**config.mk**
```make
export PLATFORM = sky130hd
export DESIGN_NAME = river_l1_arbiter
export DESIGN_NICKNAME = d
export VERILOG_FILES = /design/src/rtl/river_cfg_pkg.sv /design/src/rtl/river_l1arb_pkg.sv /design/src/rtl/river_rr_select.sv /design/src/rtl/river_l1_arbiter.sv
export SDC_FILE = /design/constraint.sdc
export NUM_CORES = 1
export LEC_CHECK = 0
export CAP_MARGIN = 15
export CORE_AREA = 2 2 294 296
export DETAILED_ROUTE_END_ITERATION = 12
export DIE_AREA = 0 0 296 298
export PLACE_DENSITY = 0.36
export SETUP_SLACK_MARGIN = 0.1
export SLEW_MARGIN = 20
export SYNTH_ARGS = -nofsm -noshare
export SYNTH_HDL_FRONTEND = slang
export SYNTH_SLANG_ARGS = --single-unit
```
**constraint.sdc**
```tcl
create_clock -name i_clk -period 2.3 [get_ports i_clk]
set_input_delay 0.46 -clock i_clk [delete_from_list [all_inputs] [get_ports i_clk]]
set_output_delay 0.46 -clock i_clk [all_outputs]
set_load 0.005 [all_outputs]
```
**src/rtl/river_cfg_pkg.sv**
```systemverilog
// River core-wide configuration constants shared by the L1/L2 interconnect blocks.
package river_cfg_pkg;

  localparam int CFG_CPU_ADDR_BITS    = 48;
  localparam int CFG_SYSBUS_DATA_BITS = 64;

endpackage

```
**src/rtl/river_l1arb_pkg.sv**
```systemverilog
// Types and constants for the River L1 arbiter: FSM states, control register struct and its reset value.
package river_l1arb_pkg;

  typedef enum logic [1:0] {
    L1ARB_IDLE,
    L1ARB_REQUEST,
    L1ARB_RESPONSE
  } l1arb_state_type;

  localparam logic [9:0] L1ARB_TIMEOUT_MAX = 10'd1023;

  // Slot indices are 3 bits wide, enough for the largest supported nslots of 8.
  typedef struct packed {
    l1arb_state_type state;
    logic [2:0]      rr_ptr;
    logic [2:0]      owner;
    logic [9:0]      tmo_cnt;
  } l1arb_ctrl_type;

  localparam l1arb_ctrl_type L1ARB_CTRL_RESET = '{
    state:   L1ARB_IDLE,
    rr_ptr:  3'd0,
    owner:   3'd0,
    tmo_cnt: 10'd0
  };

  function automatic logic [2:0] l1arb_next_slot(input logic [2:0] slot, input int nslots);
    return (int'(slot) == nslots - 1) ? 3'd0 : slot + 3'd1;
  endfunction

endpackage

```
**src/rtl/river_rr_select.sv**
```systemverilog
// Round-robin selector: first asserted request at or after rr_ptr, wrapping modulo nslots.
module river_rr_select #(
  parameter int nslots = 4
) (
  input  logic [nslots-1:0] req,
  input  logic [2:0]        rr_ptr,
  output logic [2:0]        winner,
  output logic              any
);

  logic [2*nslots-1:0] req_dbl;
  logic [nslots-1:0]   rot;

  // Rotating right by rr_ptr puts slot rr_ptr at bit 0, so a plain priority encode is fair.
  assign req_dbl = {req, req} >> rr_ptr;
  assign rot     = req_dbl[nslots-1:0];

  always_comb begin
    winner = 3'd0;
    any    = 1'b0;
    for (int i = nslots - 1; i >= 0; i--) begin
      if (rot[i]) begin
        winner = 3'((int'(rr_ptr) + i) % nslots);
        any    = 1'b1;
      end
    end
  end

endmodule

```
**src/rtl/river_l1_arbiter.sv**
```systemverilog
// Round-robin arbiter sharing the River L2/memory port among L1 requesters, one transaction outstanding.
// Optional response timeout enabled by defining RIVER_L1ARB_TIMEOUT_EN.
module river_l1_arbiter
  import river_l1arb_pkg::*;
  import river_cfg_pkg::*;
#(
  parameter int nslots = 4,
  parameter int abits  = CFG_CPU_ADDR_BITS,
  parameter int dbits  = CFG_SYSBUS_DATA_BITS
) (
  input  logic                      i_clk,
  input  logic                      i_nrst,
  input  logic [nslots-1:0]         i_req_valid,
  output logic [nslots-1:0]         o_req_ready,
  input  logic [nslots-1:0]         i_req_write,
  input  logic [nslots*abits-1:0]   i_req_addr,
  input  logic [nslots*dbits-1:0]   i_req_wdata,
  input  logic [nslots*dbits/8-1:0] i_req_wstrb,
  output logic [nslots-1:0]         o_resp_valid,
  output logic [dbits-1:0]          o_resp_data,
  output logic                      o_resp_err,
  output logic                      o_mem_req_valid,
  input  logic                      i_mem_req_ready,
  output logic                      o_mem_req_write,
  output logic [abits-1:0]          o_mem_req_addr,
  output logic [dbits-1:0]          o_mem_req_wdata,
  output logic [dbits/8-1:0]        o_mem_req_wstrb,
  input  logic                      i_mem_resp_valid,
  input  logic [dbits-1:0]          i_mem_resp_data,
  input  logic                      i_mem_resp_err,
  output logic                      o_busy
);

  localparam int SW = dbits / 8;
  localparam logic [nslots-1:0] SLOT_ONE = 1;

  l1arb_ctrl_type      ctrl_reg, ctrl_next;
  logic                write_reg;
  logic [abits-1:0]    addr_reg;
  logic [dbits-1:0]    wdata_reg;
  logic [SW-1:0]       wstrb_reg;

  logic [2:0]          winner;
  logic                any;
  logic                grant;
  logic                resp_fire;
  logic                sel_write;
  logic [abits-1:0]    sel_addr;
  logic [dbits-1:0]    sel_wdata;
  logic [SW-1:0]       sel_wstrb;

  river_rr_select #(.nslots(nslots)) u_select (
    .req    (i_req_valid),
    .rr_ptr (ctrl_reg.rr_ptr),
    .winner (winner),
    .any    (any)
  );

  always_comb begin
    sel_write = 1'b0;
    sel_addr  = '0;
    sel_wdata = '0;
    sel_wstrb = '0;
    for (int i = 0; i < nslots; i++) begin
      if (winner == 3'(i)) begin
        sel_write = i_req_write[i];
        sel_addr  = i_req_addr[i*abits +: abits];
        sel_wdata = i_req_wdata[i*dbits +: dbits];
        sel_wstrb = i_req_wstrb[i*SW +: SW];
      end
    end
  end

  always_comb begin
    ctrl_next       = ctrl_reg;
    grant           = 1'b0;
    resp_fire       = 1'b0;
    o_mem_req_valid = 1'b0;
    o_resp_data     = '0;
    o_resp_err      = 1'b0;
    case (ctrl_reg.state)
      L1ARB_IDLE: begin
        // Gated by i_nrst so no grant is offered while reset is held.
        if (any && i_nrst) begin
          grant           = 1'b1;
          ctrl_next.owner = winner;
          ctrl_next.state = L1ARB_REQUEST;
        end
      end
      L1ARB_REQUEST: begin
        o_mem_req_valid = 1'b1;
        if (i_mem_req_ready) begin
          ctrl_next.state   = L1ARB_RESPONSE;
          ctrl_next.tmo_cnt = 10'd0;
        end
      end
      L1ARB_RESPONSE: begin
`ifdef RIVER_L1ARB_TIMEOUT_EN
        if (ctrl_reg.tmo_cnt == L1ARB_TIMEOUT_MAX) begin
          resp_fire        = 1'b1;
          o_resp_err       = 1'b1;
          ctrl_next.state  = L1ARB_IDLE;
          ctrl_next.rr_ptr = l1arb_next_slot(ctrl_reg.owner, nslots);
        end else begin
          resp_fire         = i_mem_resp_valid;
          o_resp_data       = i_mem_resp_data;
          o_resp_err        = i_mem_resp_err;
          ctrl_next.tmo_cnt = ctrl_reg.tmo_cnt + 10'd1;
          if (i_mem_resp_valid) begin
            ctrl_next.state  = L1ARB_IDLE;
            ctrl_next.rr_ptr = l1arb_next_slot(ctrl_reg.owner, nslots);
          end
        end
`else
        resp_fire   = i_mem_resp_valid;
        o_resp_data = i_mem_resp_data;
        o_resp_err  = i_mem_resp_err;
        if (i_mem_resp_valid) begin
          ctrl_next.state  = L1ARB_IDLE;
          ctrl_next.rr_ptr = l1arb_next_slot(ctrl_reg.owner, nslots);
        end
`endif
      end
      default: ctrl_next.state = L1ARB_IDLE;
    endcase
  end

  always_ff @(posedge i_clk or negedge i_nrst) begin
    if (!i_nrst) begin
      ctrl_reg  <= L1ARB_CTRL_RESET;
      write_reg <= 1'b0;
      addr_reg  <= '0;
      wdata_reg <= '0;
      wstrb_reg <= '0;
    end else begin
      ctrl_reg <= ctrl_next;
      if (grant) begin
        write_reg <= sel_write;
        addr_reg  <= sel_addr;
        wdata_reg <= sel_wdata;
        wstrb_reg <= sel_wstrb;
      end
    end
  end

  assign o_req_ready     = grant ? (SLOT_ONE << winner) : '0;
  assign o_resp_valid    = resp_fire ? (SLOT_ONE << ctrl_reg.owner) : '0;
  assign o_mem_req_write = write_reg;
  assign o_mem_req_addr  = addr_reg;
  assign o_mem_req_wdata = wdata_reg;
  assign o_mem_req_wstrb = wstrb_reg;
  assign o_busy          = (ctrl_reg.state != L1ARB_IDLE);

endmodule

```
==> results.py <==
metrics = {
    "yosys": {
        "syn-cell-area_mm2": 0.00801,
        "synth_flop_cell": "dfrtp_1",
        "ys_seq_area_share_pct": 39.7,
        "yosysWarnings": 0,
        "synth.avg_cell_area_um2": 8.71,
        "synth_edf_count": 0,
        "syn_nets": 1480,
        "synth_cell_type_count": 34,
        "synthArstFlopShare_pct": 100,
        "ys_ff_latch": 127,
        "synth_cells": 919,
    },
    "detailed_routing": {
        "first_pass_iters": 4,
        "ant_nets": 0,
        "drt-total-wl_mm": 60.9,
        "detail_route.wl_per_cell_um": 21.3,
        "num_vias": 10800,
        "drc": 0,
        "vias_per_cell": 3.76,
        "drt_iter0_drc": 357,
    },
    "clock_tree": {
        "cts_made_buffers": 17,
        "cts_tree": "built",
        "root_buffer": "clkbuf_16",
        "clockBufferDepth": 2,
        "clk_pin_slew_ns": 0.07,
        "clkSinkCount": 127,
        "clkLatencyLatePin_ns": 0.47,
        "h-tree-depth": 4,
    },
    "die": {
        "floorplan.rows": 107,
        "initial_core_util_pct": 9.44,
        "die_area_mm2": 0.0882,
        "core-area_mm2": 0.0849,
        "fp.dieW_um": 296,
        "num_io_pins": 753,
        "die_y_um": 298,
    },
    "layout": {
        "syn_to_final_growth_pct": 136,
        "final_common_cell": "clkdlybuf4s50_1",
        "layout_common_cells": "672 x clkdlybuf4s50_1, 271 x nand2_1, 126 x dfrtp_1",
        "nNetsFinal": 2266,
        "finalNonFillerCells": 2868,
        "drive_gt1_share_pct": 19.0,
        "largest_reg_flops": 64,
        "fillers": 9436,
    },
    "critical_path": {
        "criticalPathCategory": "flop to output port",
        "endpoint_kind": "output port",
        "cp-start-kind": "flop",
        "arrival_ns": 1.84,
        "crit_fanout": 6,
        "cp.required_ns": 1.84,
    },
    "global_route": {
        "grt_max_degree": 68,
        "grt_pass1_wl_mm": 84.1,
        "grt.overflow.total": 0,
        "antenna_found_initial": 12,
        "grt_pass1_vias": 11700,
        "grt_use_total_pct": 13.3,
    },
    "timing": {
        "hold_viol_final": 0,
        "maxSlewViolCount": 0,
        "finalSetupTns_ns": 0,
        "fmax_mhz": 435,
        "layout_setup_ws_ns": 0.00202,
        "period_minus_slack_ns": 2.30,
        "setup_viol": 0,
        "tightest_slew_ns": 0.924,
        "fin_crit_sh_pct": 99.9,
        "relSlewSlack_pct": 38.4,
        "rsz0062_at_grt": "yes",
        "clock_skew_ns": 0.0140,
    },
    "placement": {
        "placed_cells": 2800,
        "gp_congestion": 0.941,
        "port-buffer-count": 752,
        "hpwl_mm": 46.9,
        "preCtsSetupSlack_ns": -0.680,
    },
    "power_and_ir_drop": {
        "power_density_mw_per_mm2": 993,
        "p_total_mw": 18.8,
        "power_leakage_nw": 7.33,
        "irDropWorstVdd_mv": 0.516,
    },
    "run_status": {
        "status": "completed",
    },
    "worst_hold_path": {
        "hp-class": "input port to asynchronous set/reset pin",
    },
    "run": {
        "cap_violations": 0,
    },
}
## critical path: stages (launching register included)
cell     delay, ns
dfrtp_1       0.42
nor2b_4       0.17
buf_12        0.13
buf_12        0.14
buf_16        0.14
buf_8         0.12
and2_1        0.14
buf_2         0.12
## routing by layer
layer / global-route usage [%] / vias up / wire (µm) / share of wire [%]
met2: 22.8 / 459 / 30300 / 50
met3: 4.45 / 55 / 4920 / 8.1
met4: 4.40 / 4 / 1370 / 2.2
met1: 15.3 / 5216 / 24300 / 40
li1: - / 5036 / - / -
met5: 0 / - / 26 / 0.043
## through the flow
| stage | utilization [%] | hold slack (ns) | instance area [µm²] |
|---|---|---|---|
| finish | 22.3 | 0.238 | 18900 |
| global route | 22.2 | 0.233 | 18900 |
| CTS | 22.0 | 0.217 | 18700 |
| detailed placement | 20.6 | 0.493 | 17500 |
| global placement | 20.6 | 0.500 | 17500 |
| floorplan | - | 0.164 | 8010 |
## layout make-up
class | count | area (µm²) | share of cell area (%)
sequential | 127 | 3180 | 16.8
antenna | 6 | 15.0 | 0.0795
multi-input combinational | 690 | 4720 | 25.0
tap | 1144 | 1430 | 7.58
clock inverter | 15 | 151 | 0.802
timing repair buffer | 864 | 8940 | 47.3
inverter | 5 | 18.8 | 0.0994
clock buffer | 17 | 425 | 2.25
## cells by family (layout without fill, tap and decap cells)
group | after synthesis | count (layout) | synth area share [%]
adder cells (fa/ha/maj) | 4 | 4 | 0.625
flip-flops | 127 | 127 | 39.7
other | 0 | 6 | 0
multiplexers | 34 | 34 | 4.26
buffers and inverters | 102 | 901 | 5.61
AO/OA/AOI/OAI | 257 | 257 | 28.8
AND/OR/NAND/NOR | 395 | 395 | 21.1
## where the power goes
group / switching [mW] / internal, mW
combinational: 5.43 / 6.31
sequential: 0.732 / 3.39
clock: 1.37 / 1.52
## synthesized netlist by cell type (3+ instances only)
cell type	n	share of area (%)
a221oi_1	33	3.6
a32oi_1	68	7.4
a32oi_2	20	4.1
and2_1	67	5.2
and3_1	5	0.39
buf_2	20	1.2
buf_4	3	0.28
buf_6	4	0.56
clkbuf_1	69	3.2
dfrtp_1	127	40
ha_1	4	0.62
inv_1	5	0.23
mux2i_1	33	4.1
nand2_1	273	13
nand2b_1	3	0.23
nor2_1	40	1.9
nor2b_1	5	0.39
o21ai_0	5	0.31
o221ai_1	88	9.6
o22ai_1	33	2.6
## repair_timing
item / 4_1_cts / 5_1_grt
buffers inserted: 17 / 3
hold buffers: 1 / 0
setup endpoints to repair: 75 / 127
pin swaps: 60 / 14
resized for setup: 433 / 37
endpoints found under the hold margin: 8 / 0
gates cloned: 10 / 3
## path summary, 6_finish.rpt
kind | to | from | depth (start not counted) | slack, ns
max reg2reg | o_mem_req_addr[33] | ctrl_reg[14] | 7 | 0.15
max in group asynchronous | o_mem_req_addr[2] | i_nrst | 4 | 0.64
min reg2reg | o_mem_req_addr[2] | o_mem_req_addr[2] | 2 | 0.52
max | o_resp_data[46] | ctrl_reg[17] | 7 | 0.002
min in group i_clk | ctrl_reg[10] | i_nrst | 4 | 0.49
min | o_mem_req_wdata[31] | i_nrst | 3 | 0.24
Power figures use the tool's default switching activity.
